===== src/rtl/amiga_target_pkg.sv =====
// amiga_target_pkg: register map, STATUS bit positions and responder FSM states
// shared by the Amiga-side bus responder files.
package amiga_target_pkg;
    localparam logic [2:0] REG_STATUS = 3'd0;
    localparam logic [2:0] REG_DATA   = 3'd1;
    localparam int ST_RX_VALID   = 0;
    localparam int ST_TX_FULL    = 1;
    localparam int ST_TX_COUNT   = 2;
    localparam int ST_RX_OVERRUN = 5;
    typedef enum logic [2:0] {
        TGT_STATE_IDLE,
        TGT_STATE_DECODE,
        TGT_STATE_WAIT_SPACE,
        TGT_STATE_ACK,
        TGT_STATE_RELEASE,
        TGT_STATE_BERR
    } tgt_state_t;
endpackage


===== src/rtl/amiga_target_fifo.sv =====
// amiga_target_fifo: synchronous FIFO with occupancy count; pop is ignored when
// empty and the writer guarantees no push while full.
module amiga_target_fifo #(
    parameter int W     = 18,
    parameter int DEPTH = 4
) (
    input  logic                     sys_clk,
    input  logic                     n_reset,
    input  logic                     push,
    input  logic [W-1:0]             wdata,
    input  logic                     pop,
    output logic [W-1:0]             rdata,
    output logic                     empty,
    output logic                     full,
    output logic [$clog2(DEPTH):0]   count
);
    localparam int AW = $clog2(DEPTH);
    logic [W-1:0]  mem [DEPTH];
    logic [AW-1:0] wp, rp;
    logic          do_pop;
    assign empty  = count == '0;
    assign full   = count == (AW+1)'(DEPTH);
    assign do_pop = pop && !empty;
    assign rdata  = mem[rp];
    always_ff @(posedge sys_clk) begin
        if (push) mem[wp] <= wdata;
    end
    always_ff @(posedge sys_clk or negedge n_reset) begin
        if (!n_reset) begin
            wp    <= '0;
            rp    <= '0;
            count <= '0;
        end else begin
            wp    <= push ? wp + AW'(1) : wp;
            rp    <= do_pop ? rp + AW'(1) : rp;
            count <= count + (AW+1)'(push) - (AW+1)'(do_pop);
        end
    end
endmodule


===== src/rtl/amiga_target_port.sv =====
// amiga_target_port: 68000 bus responder for a 16-byte window; Amiga writes feed
// a TX FIFO for the Pi, reads return STATUS or the Pi-loaded RX holding word.
module amiga_target_port
    import amiga_target_pkg::*;
#(
    parameter logic [23:0] BASE_ADDR  = 24'hE9_0000,
    parameter int          FIFO_DEPTH = 4,
    parameter int          TIMEOUT    = 2048
) (
    input  logic                          sys_clk,
    input  logic                          n_reset,
    input  logic                          enable,
    input  logic                          n_as,
    input  logic                          n_uds,
    input  logic                          n_lds,
    input  logic                          rnw,
    input  logic [22:0]                   a_in,
    input  logic [2:0]                    fc_in,
    input  logic [15:0]                   d_in,
    output logic [15:0]                   d_out,
    output logic                          d_oe,
    output logic                          n_dtack_out,
    output logic                          dtack_oe,
    output logic                          berr_oe,
    output logic [17:0]                   tx_data,
    output logic                          tx_valid,
    input  logic                          tx_pop,
    input  logic [15:0]                   rx_data,
    input  logic                          rx_load,
    output logic [$clog2(FIFO_DEPTH):0]   tx_count
);
    localparam int WW = $clog2(TIMEOUT + 1);
    logic [1:0]    as_q, uds_q, lds_q, rnw_q;
    logic          as_s, uds_s, lds_s, rnw_s, ds_s, hit;
    tgt_state_t    state, next_state;
    logic [2:0]    reg_sel;
    logic [WW-1:0] wait_cnt;
    logic          acc, push, pop_rx, status_rd, tx_full, tx_empty;
    logic          rx_valid, rx_overrun;
    logic [15:0]   rx_hold, status, read_word;
    assign as_s  = as_q[1];
    assign uds_s = uds_q[1];
    assign lds_s = lds_q[1];
    assign rnw_s = rnw_q[1];
    assign ds_s  = !uds_s || !lds_s;
    assign hit   = !as_s && enable && fc_in != 3'b111 && a_in[22:3] == BASE_ADDR[23:4];
    always_comb begin
        next_state = state;
        acc        = 1'b0;
        case (state)
            TGT_STATE_IDLE:   next_state = hit ? TGT_STATE_DECODE : TGT_STATE_IDLE;
            TGT_STATE_DECODE: begin
                if (as_s) next_state = TGT_STATE_IDLE;
                else if (ds_s) begin
                    if (!rnw_s && reg_sel == REG_DATA && tx_full) next_state = TGT_STATE_WAIT_SPACE;
                    else begin
                        next_state = TGT_STATE_ACK;
                        acc        = 1'b1;
                    end
                end
            end
            TGT_STATE_WAIT_SPACE: begin
                if (as_s) next_state = TGT_STATE_IDLE;
                else if (!tx_full) begin
                    next_state = TGT_STATE_ACK;
                    acc        = 1'b1;
                end else if (wait_cnt == WW'(TIMEOUT - 1)) next_state = TGT_STATE_BERR;
            end
            TGT_STATE_ACK:    next_state = as_s ? TGT_STATE_RELEASE : TGT_STATE_ACK;
            TGT_STATE_BERR:   next_state = as_s ? TGT_STATE_IDLE : TGT_STATE_BERR;
            default:          next_state = TGT_STATE_IDLE;
        endcase
    end
    // Side effects fire only on the transition into ACK, so each fires once per cycle.
    assign push      = acc && !rnw_s && reg_sel == REG_DATA;
    assign pop_rx    = acc && rnw_s && reg_sel == REG_DATA;
    assign status_rd = acc && rnw_s && reg_sel == REG_STATUS;
    always_comb begin
        status                            = '0;
        status[ST_RX_VALID]               = rx_valid;
        status[ST_TX_FULL]                = tx_full;
        status[ST_TX_COUNT +: 3]          = 3'(tx_count);
        status[ST_RX_OVERRUN]             = rx_overrun;
        read_word = status_rd ? status : (pop_rx && rx_valid) ? rx_hold : 16'h0000;
    end
    assign dtack_oe    = state == TGT_STATE_ACK || state == TGT_STATE_RELEASE;
    assign n_dtack_out = state != TGT_STATE_ACK;
    assign d_oe        = state == TGT_STATE_ACK && rnw_s;
    assign berr_oe     = state == TGT_STATE_BERR;
    assign tx_valid    = !tx_empty;
    always_ff @(posedge sys_clk or negedge n_reset) begin
        if (!n_reset) begin
            as_q       <= 2'b11;
            uds_q      <= 2'b11;
            lds_q      <= 2'b11;
            rnw_q      <= 2'b11;
            state      <= TGT_STATE_IDLE;
            reg_sel    <= '0;
            wait_cnt   <= '0;
            d_out      <= '0;
            rx_hold    <= '0;
            rx_valid   <= 1'b0;
            rx_overrun <= 1'b0;
        end else begin
            as_q       <= {as_q[0], n_as};
            uds_q      <= {uds_q[0], n_uds};
            lds_q      <= {lds_q[0], n_lds};
            rnw_q      <= {rnw_q[0], rnw};
            state      <= next_state;
            reg_sel    <= state == TGT_STATE_IDLE ? a_in[2:0] : reg_sel;
            wait_cnt   <= state == TGT_STATE_WAIT_SPACE ? wait_cnt + WW'(1) : '0;
            d_out      <= (acc && rnw_s) ? read_word : d_out;
            rx_hold    <= rx_load ? rx_data : rx_hold;
            rx_valid   <= rx_load || (rx_valid && !pop_rx);
            rx_overrun <= (rx_load && rx_valid) || (rx_overrun && !status_rd);
        end
    end
    amiga_target_fifo #(.W(18), .DEPTH(FIFO_DEPTH)) u_fifo (
        .sys_clk (sys_clk),
        .n_reset (n_reset),
        .push    (push),
        .wdata   ({!uds_s, !lds_s, d_in}),
        .pop     (tx_pop),
        .rdata   (tx_data),
        .empty   (tx_empty),
        .full    (tx_full),
        .count   (tx_count)
    );
endmodule

===== config.mk =====
export PLATFORM = sky130hd
export DESIGN_NAME = amiga_target_port
export DESIGN_NICKNAME = d
export VERILOG_FILES = /design/src/rtl/amiga_target_pkg.sv /design/src/rtl/amiga_target_fifo.sv /design/src/rtl/amiga_target_port.sv
export SDC_FILE = /design/constraint.sdc
export NUM_CORES = 1
export LEC_CHECK = 0
export BUFFER_PORTS_ARGS = -buffer_cell sky130_fd_sc_hd__buf_2
export CORE_ASPECT_RATIO = 0.7
export CORE_MARGIN = 3
export CORE_UTILIZATION = 40
export CTS_BUF_LIST = sky130_fd_sc_hd__clkbuf_4
export DETAILED_ROUTE_END_ITERATION = 12
export HOLD_SLACK_MARGIN = 0.08
export PLACE_DENSITY_LB_ADDON = 0.12
export SETUP_SLACK_MARGIN = 0.15
export SLEW_MARGIN = 30
export SYNTH_ARGS = -nofsm -noshare
export SYNTH_HDL_FRONTEND = slang
export SYNTH_SLANG_ARGS = --single-unit

===== constraint.sdc =====
create_clock -name sys_clk -period 6.5 [get_ports sys_clk]
set_input_delay 0.975 -clock sys_clk [delete_from_list [all_inputs] [get_ports sys_clk]]
set_output_delay 0.975 -clock sys_clk [all_outputs]
set_load 0.02 [all_outputs]

== After elaboration in Yosys (flattened, before gate mapping) ==
Memory sizes are Yosys's and may differ from the RTL's.
Cells that the tools add are included.
Word-level totals
  register bits after elaboration: 67
  RAM bits: 72
  output and inout port bits: 42
  logic and storage cells: 85
  memories kept: 1
Memories
  u_fifo.mem: depth 4, width 18, rd ports 1, clocked after memory_dff 0, wr ports 1, line amiga_target_fifo.sv:18  | logic [W-1:0] mem [DEPTH];
Operators by class
  $add $sub $neg: 5
  equality and inequality tests: 13
  multiplexer cells: 21
  reduce and logical (&&, ||, !) cells: 31
Operator list (count)
  2-to-1 mux 16 bit: 2
  2-to-1 mux 3 bit: 7
  equality test 20 bit, second input constant: 1
  logical AND 1 bit: 16
  one-hot mux 3 bit (5 select lines): 1
  adder 12 x 1 -> 12 bit, second input constant: 1
  equality test 12 x 11 -> 1 bit, second input constant: 1
  2-to-1 mux 12 bit: 1
  equality test 3 bit, second input constant: 3
  zero test 3 bit: 3
  2-to-1 mux 1 bit: 9
  zero test 1 bit: 7
  equality test 3 x 1 -> 1 bit, second input constant: 2
  equality test 3 x 2 -> 1 bit, second input constant: 2
  != test 3 bit, second input constant: 2
  adder 2 x 1 -> 2 bit, second input constant: 2
  logical OR 1 bit: 4
  != test 4 bit, second input constant: 1
  adder 3 x 1 -> 3 bit: 1
  != test 3 x 2 -> 1 bit, second input constant: 1
  subtractor 3 x 1 -> 3 bit: 1
  one-hot mux 1 bit (2 select lines): 1
  AND reduction 2 bit: 1

== Logic depth before layout (Yosys ltp) ==
  word-level depth: 12
  depth in mapped cells: 9
  gate-level depth less buffers: 9

== Modules after synthesis ==
From an unflattened synthesis, not the netlist that was laid out.
Unflattened totals
  cells, all modules: 359
  area, all modules: 5562.8 sq um
By module, submodules not included
  amiga_target_fifo: times used 1, cells each 130, area an instance 3005.4 sq um, sequential area each 2337.2 sq um
  amiga_target_port: times used 1, cells each 229, area an instance 2557.5 sq um, sequential area each 1511.4 sq um

== Worst setup path before layout ==
No wires, ideal clock.
  path type: register -> register
  start point: reg u_fifo.count[1]
  end point: reg u_fifo.count[2]
  data arrival time: 2.356 ns
  required time: 6.366 ns
  setup slack: 4.010 ns
  cell stages (with the launch flop): 10
  buffers on the path: 0
  clock period less this slack: 2.490 ns
  cells stage by stage: dfrtp_1 or3_1 and2_1 ha_1 inv_1 ha_1 inv_1 fa_1 xnor2_1 xnor2_1
RTL lines
  start, declared: line amiga_target_fifo.sv:15  | output logic [$clog2(DEPTH):0] count
  start signal, assigned: line amiga_target_fifo.sv:36  | count <= count + (AW+1)'(push) - (AW+1)'(do_pop);
  zero test 3 bit: line amiga_target_fifo.sv:21  | assign empty = count == '0;
  zero test 1 bit
  named net tx_valid: line amiga_target_port.sv:26  | output logic tx_valid,
  logical AND 1 bit: line amiga_target_fifo.sv:23  | assign do_pop = pop && !empty;
  named net u_fifo.do_pop: line amiga_target_fifo.sv:20  | logic do_pop;
  subtractor 3 x 1 -> 3 bit: line amiga_target_fifo.sv:36
The timed path passes the listed nets, and every way through them passes these cells.
A chain may end at the register's enable or synchronous reset.

== Final worst setup path ==
  start point: reg u_fifo.rp[1]
  end point: out tx_data[2]
On the way
  cells in the longest elaborated chain, start to end: 1
Ends and longest elaborated chain
  start, declared: line amiga_target_fifo.sv:19  | logic [AW-1:0] wp, rp;
  start signal, assigned: line amiga_target_fifo.sv:35  | rp <= do_pop ? rp + AW'(1) : rp;
  memory (4 x 18 bit)
  end, declared: line amiga_target_port.sv:25  | output logic [17:0] tx_data,
Every way passes these cells.

==> impl_metrics.env <==
export IMPL_fp_coreArea_sq_um=13400
export IMPL_start_util_pct=41.9
export IMPL_power_density_nw_per_um2=306
export IMPL_hold_buffers=0
export IMPL_synthSimpleGateAreaFrac_pct=8.55
export IMPL_synth_top_family_by_area="multiplexers"
export IMPL_r2r_worst_path_cells=4
export IMPL_area_growth_pct=17.9
export IMPL_die_h_um=105
export IMPL_slew_limit_headroom_pct=34.0
export IMPL_dr_pass1_iters=4
export IMPL_via_count=3249
export IMPL_via_per_inst=4.92
export IMPL_fin_ws_ns=3.40
export IMPL_io_buffers=108
export IMPL_layout_common_cells="buf_2, edfxtp_1, dfrtp_1, mux2_2"
export IMPL_clk_latency_ns=0.52
export IMPL_routabilityCongestion=0.733
export IMPL_yosys_cell_types_count=50
export IMPL_async_reset_ff_share_pct=48.2
export IMPL_clk_pin_slew_ns=0.11
export IMPL_dp_hpwl_mm=7.56
export IMPL_drc=0
export IMPL_tns_ns=0
export IMPL_yosys_area_share_adder_pct=1.91
export IMPL_final_common_cell="buf_2"
export IMPL_synth_edf_count=72
export IMPL_grt_pass1_vias=3455
export IMPL_final_nets=537
export IMPL_synth_area_mux_share_pct=12.5
export IMPL_diodes=0
export IMPL_drv_cap=0
export IMPL_cp_max_fo=19
export IMPL_drt_initial_drc_count=199
export IMPL_yosys_warnings=0
export IMPL_cp_start_kind="register"
export IMPL_ir_worst_vdd_mv=0.105
export IMPL_ys_ff_latch=139
export IMPL_power_total_mw=2.03
export IMPL_cp_end_kind="primary output"
export IMPL_preCtsSetupSlack_ns=3.66
export IMPL_clk_path_buf_depth=2
export IMPL_ys_seq_area_share_pct=68.3
export IMPL_grt_max_degree=68
export IMPL_cts_made_buffers=17
export IMPL_grtUsageTotal_pct=15.2
export IMPL_critPathKind="register to primary output"
export IMPL_hold_path_depth=0
export IMPL_worst_pin_slew_ns=0.990
export IMPL_ios=109
export IMPL_postSynthAreaPerCell_sq_um=16.2
export IMPL_syn_cell_area_sq_um=5640
export IMPL_cts_root_buf="clkbuf_4"
export IMPL_dieArea_sq_um=15600
export IMPL_rsz0062_at_grt="no"
export IMPL_cts_resized=0
export IMPL_detail_route_antenna_nets=0
export IMPL_grt_ovfl_total=0
export IMPL_routed_wl_mm=11.2
export IMPL_clock_skew_ns=0.0241
export IMPL_cp_data_required_time_ns=5.52
export IMPL_netlist_instances=347
export IMPL_synthFlopType="edfxtp_1"
export IMPL_syn_nets=422
export IMPL_grt_pass1_wl_mm=18.3
export IMPL_synth_xor_area_share_pct=2.02
export IMPL_synth_compound_area_share_pct=4.75
export IMPL_maxSlewViolCount=0
export IMPL_wl_per_cell_um=16.9
export IMPL_p_leak_nw=2.76
export IMPL_core_rowCount=35
export IMPL_arrival_ns=2.12
export IMPL_fin_crit_sh_pct=47.7
export IMPL_postCtsSetupBuffers=0
export IMPL_setup_viol=0
export IMPL_h_tree_depth=4
export IMPL_status="finished, final reports clean"
export IMPL_fmax_ghz=0.323
export IMPL_drive_above_1_share_pct=43.6
export IMPL_fin_crit_ns=3.10
export IMPL_die_w_um=148
export IMPL_hold_viol_final=0
export IMPL_antenna_found_initial=0
export IMPL_cts_tree="done"
export IMPL_hold_path_class="register to register"
export IMPL_cts_sinks=139
==> logic make-up after synthesis <==
family | count (synthesis)
AOI/OAI and AO/OA | 34
xor gates and xnor gates | 13
adders and majority gates | 8
buffers and inverters | 29
DFF | 139
muxes | 44
and+or+nand+nor | 80
==> state kept, by name (all words and copies together), names as in the netlist <==
register	flops
u_fifo.mem	72
d_out	16
rx_hold	16
wait_cnt	12
reg_sel	3
state	3
u_fifo.count	3
as_q	2
lds_q	2
rnw_q	2
u_fifo.rp	2
u_fifo.wp	2
uds_q	2
rx_overrun	1
rx_valid	1
==> final timing paths <==
| kind | from | end | slack (ns) |
|---|---|---|---|
| setup / recovery | u_fifo.rp[1]$_DFFE_PN0P_ | tx_data[2] | 3.40 |
| hold / removal | as_q[0]$_DFF_PN1_ | as_q[1]$_DFF_PN1_ | 0.36 |
| setup reg to reg | state[1]$_DFFE_PN0P_ | d_out[5]$_DFFE_PN0N_ | 3.64 |
| hold reg to reg | as_q[0]$_DFF_PN1_ | as_q[1]$_DFF_PN1_ | 0.36 |
| max in group asynchronous | n_reset | wait_cnt[7]$_DFF_PN0_ | 5.31 |
| min in group asynchronous | n_reset | rx_hold[13]$_DFFE_PN0P_ | 0.62 |
==> where the power goes <==
group          total, mW  switching, mW  internal (mW)
Clock              0.549          0.315          0.234
Combinational      0.456          0.243          0.214
Sequential          1.03         0.0629          0.966
Total               2.03          0.621           1.41
==> stage by stage <==
step | cells | hold WS (ns) | cell area (sq um) | util (%)
2_1_floorplan | 347 | 0.345 | 5640 | -
3_3_place_gp | 628 | 0.346 | 6360 | 47.3
3_5_place_dp | 628 | 0.347 | 6360 | 47.3
4_1_cts | 660 | 0.366 | 6650 | 49.4
5_1_grt | 660 | 0.372 | 6650 | 49.4
6_report | 660 | 0.364 | 6650 | 49.4
==> worst max-delay path: stages, from the launching register on <==
cell     delay, ns
dfrtp_1       1.01
mux4_2        0.43
buf_2         0.18
==> cells in the mapped netlist (all sizes together), types with 6 or more instances <==
library cell	number	area share (%)
o21ai	6	0.53
nand3	7	0.62
mux4	18	7.2
a21o	11	1.5
mux2	26	5.3
clkbuf	10	0.69
nor2	18	1.2
inv	15	1.0
a22o	6	0.93
ha	7	1.6
dfrtp	59	26
nand2	8	0.58
xnor2	11	1.7
and2	6	0.75
dfstp	8	3.7
and4	10	1.6
edfxtp	72	38
nor3	7	0.62
==> layout make-up <==
class,instances,area [sq um]
Fill cell,1175,6800
Sequential cell,139,3850
Multi-Input combinational cell,179,1670
Timing Repair Buffer,110,556
Tap cell,185,231
Clock inverter,14,145
Clock buffer,18,135
Inverter,15,56.3
==> metal layers <==
layer | track usage (%) | share of wire, % | vias up
li1 | - | - | 1543
met1 | 20.9 | 46 | 1621
met2 | 23.7 | 48 | 76
met3 | 4.08 | 4.8 | 9
met4 | 5.14 | 1.0 | 0
met5 | 0 | 0 | -
Note: power is estimated with default switching activity, not from simulation.
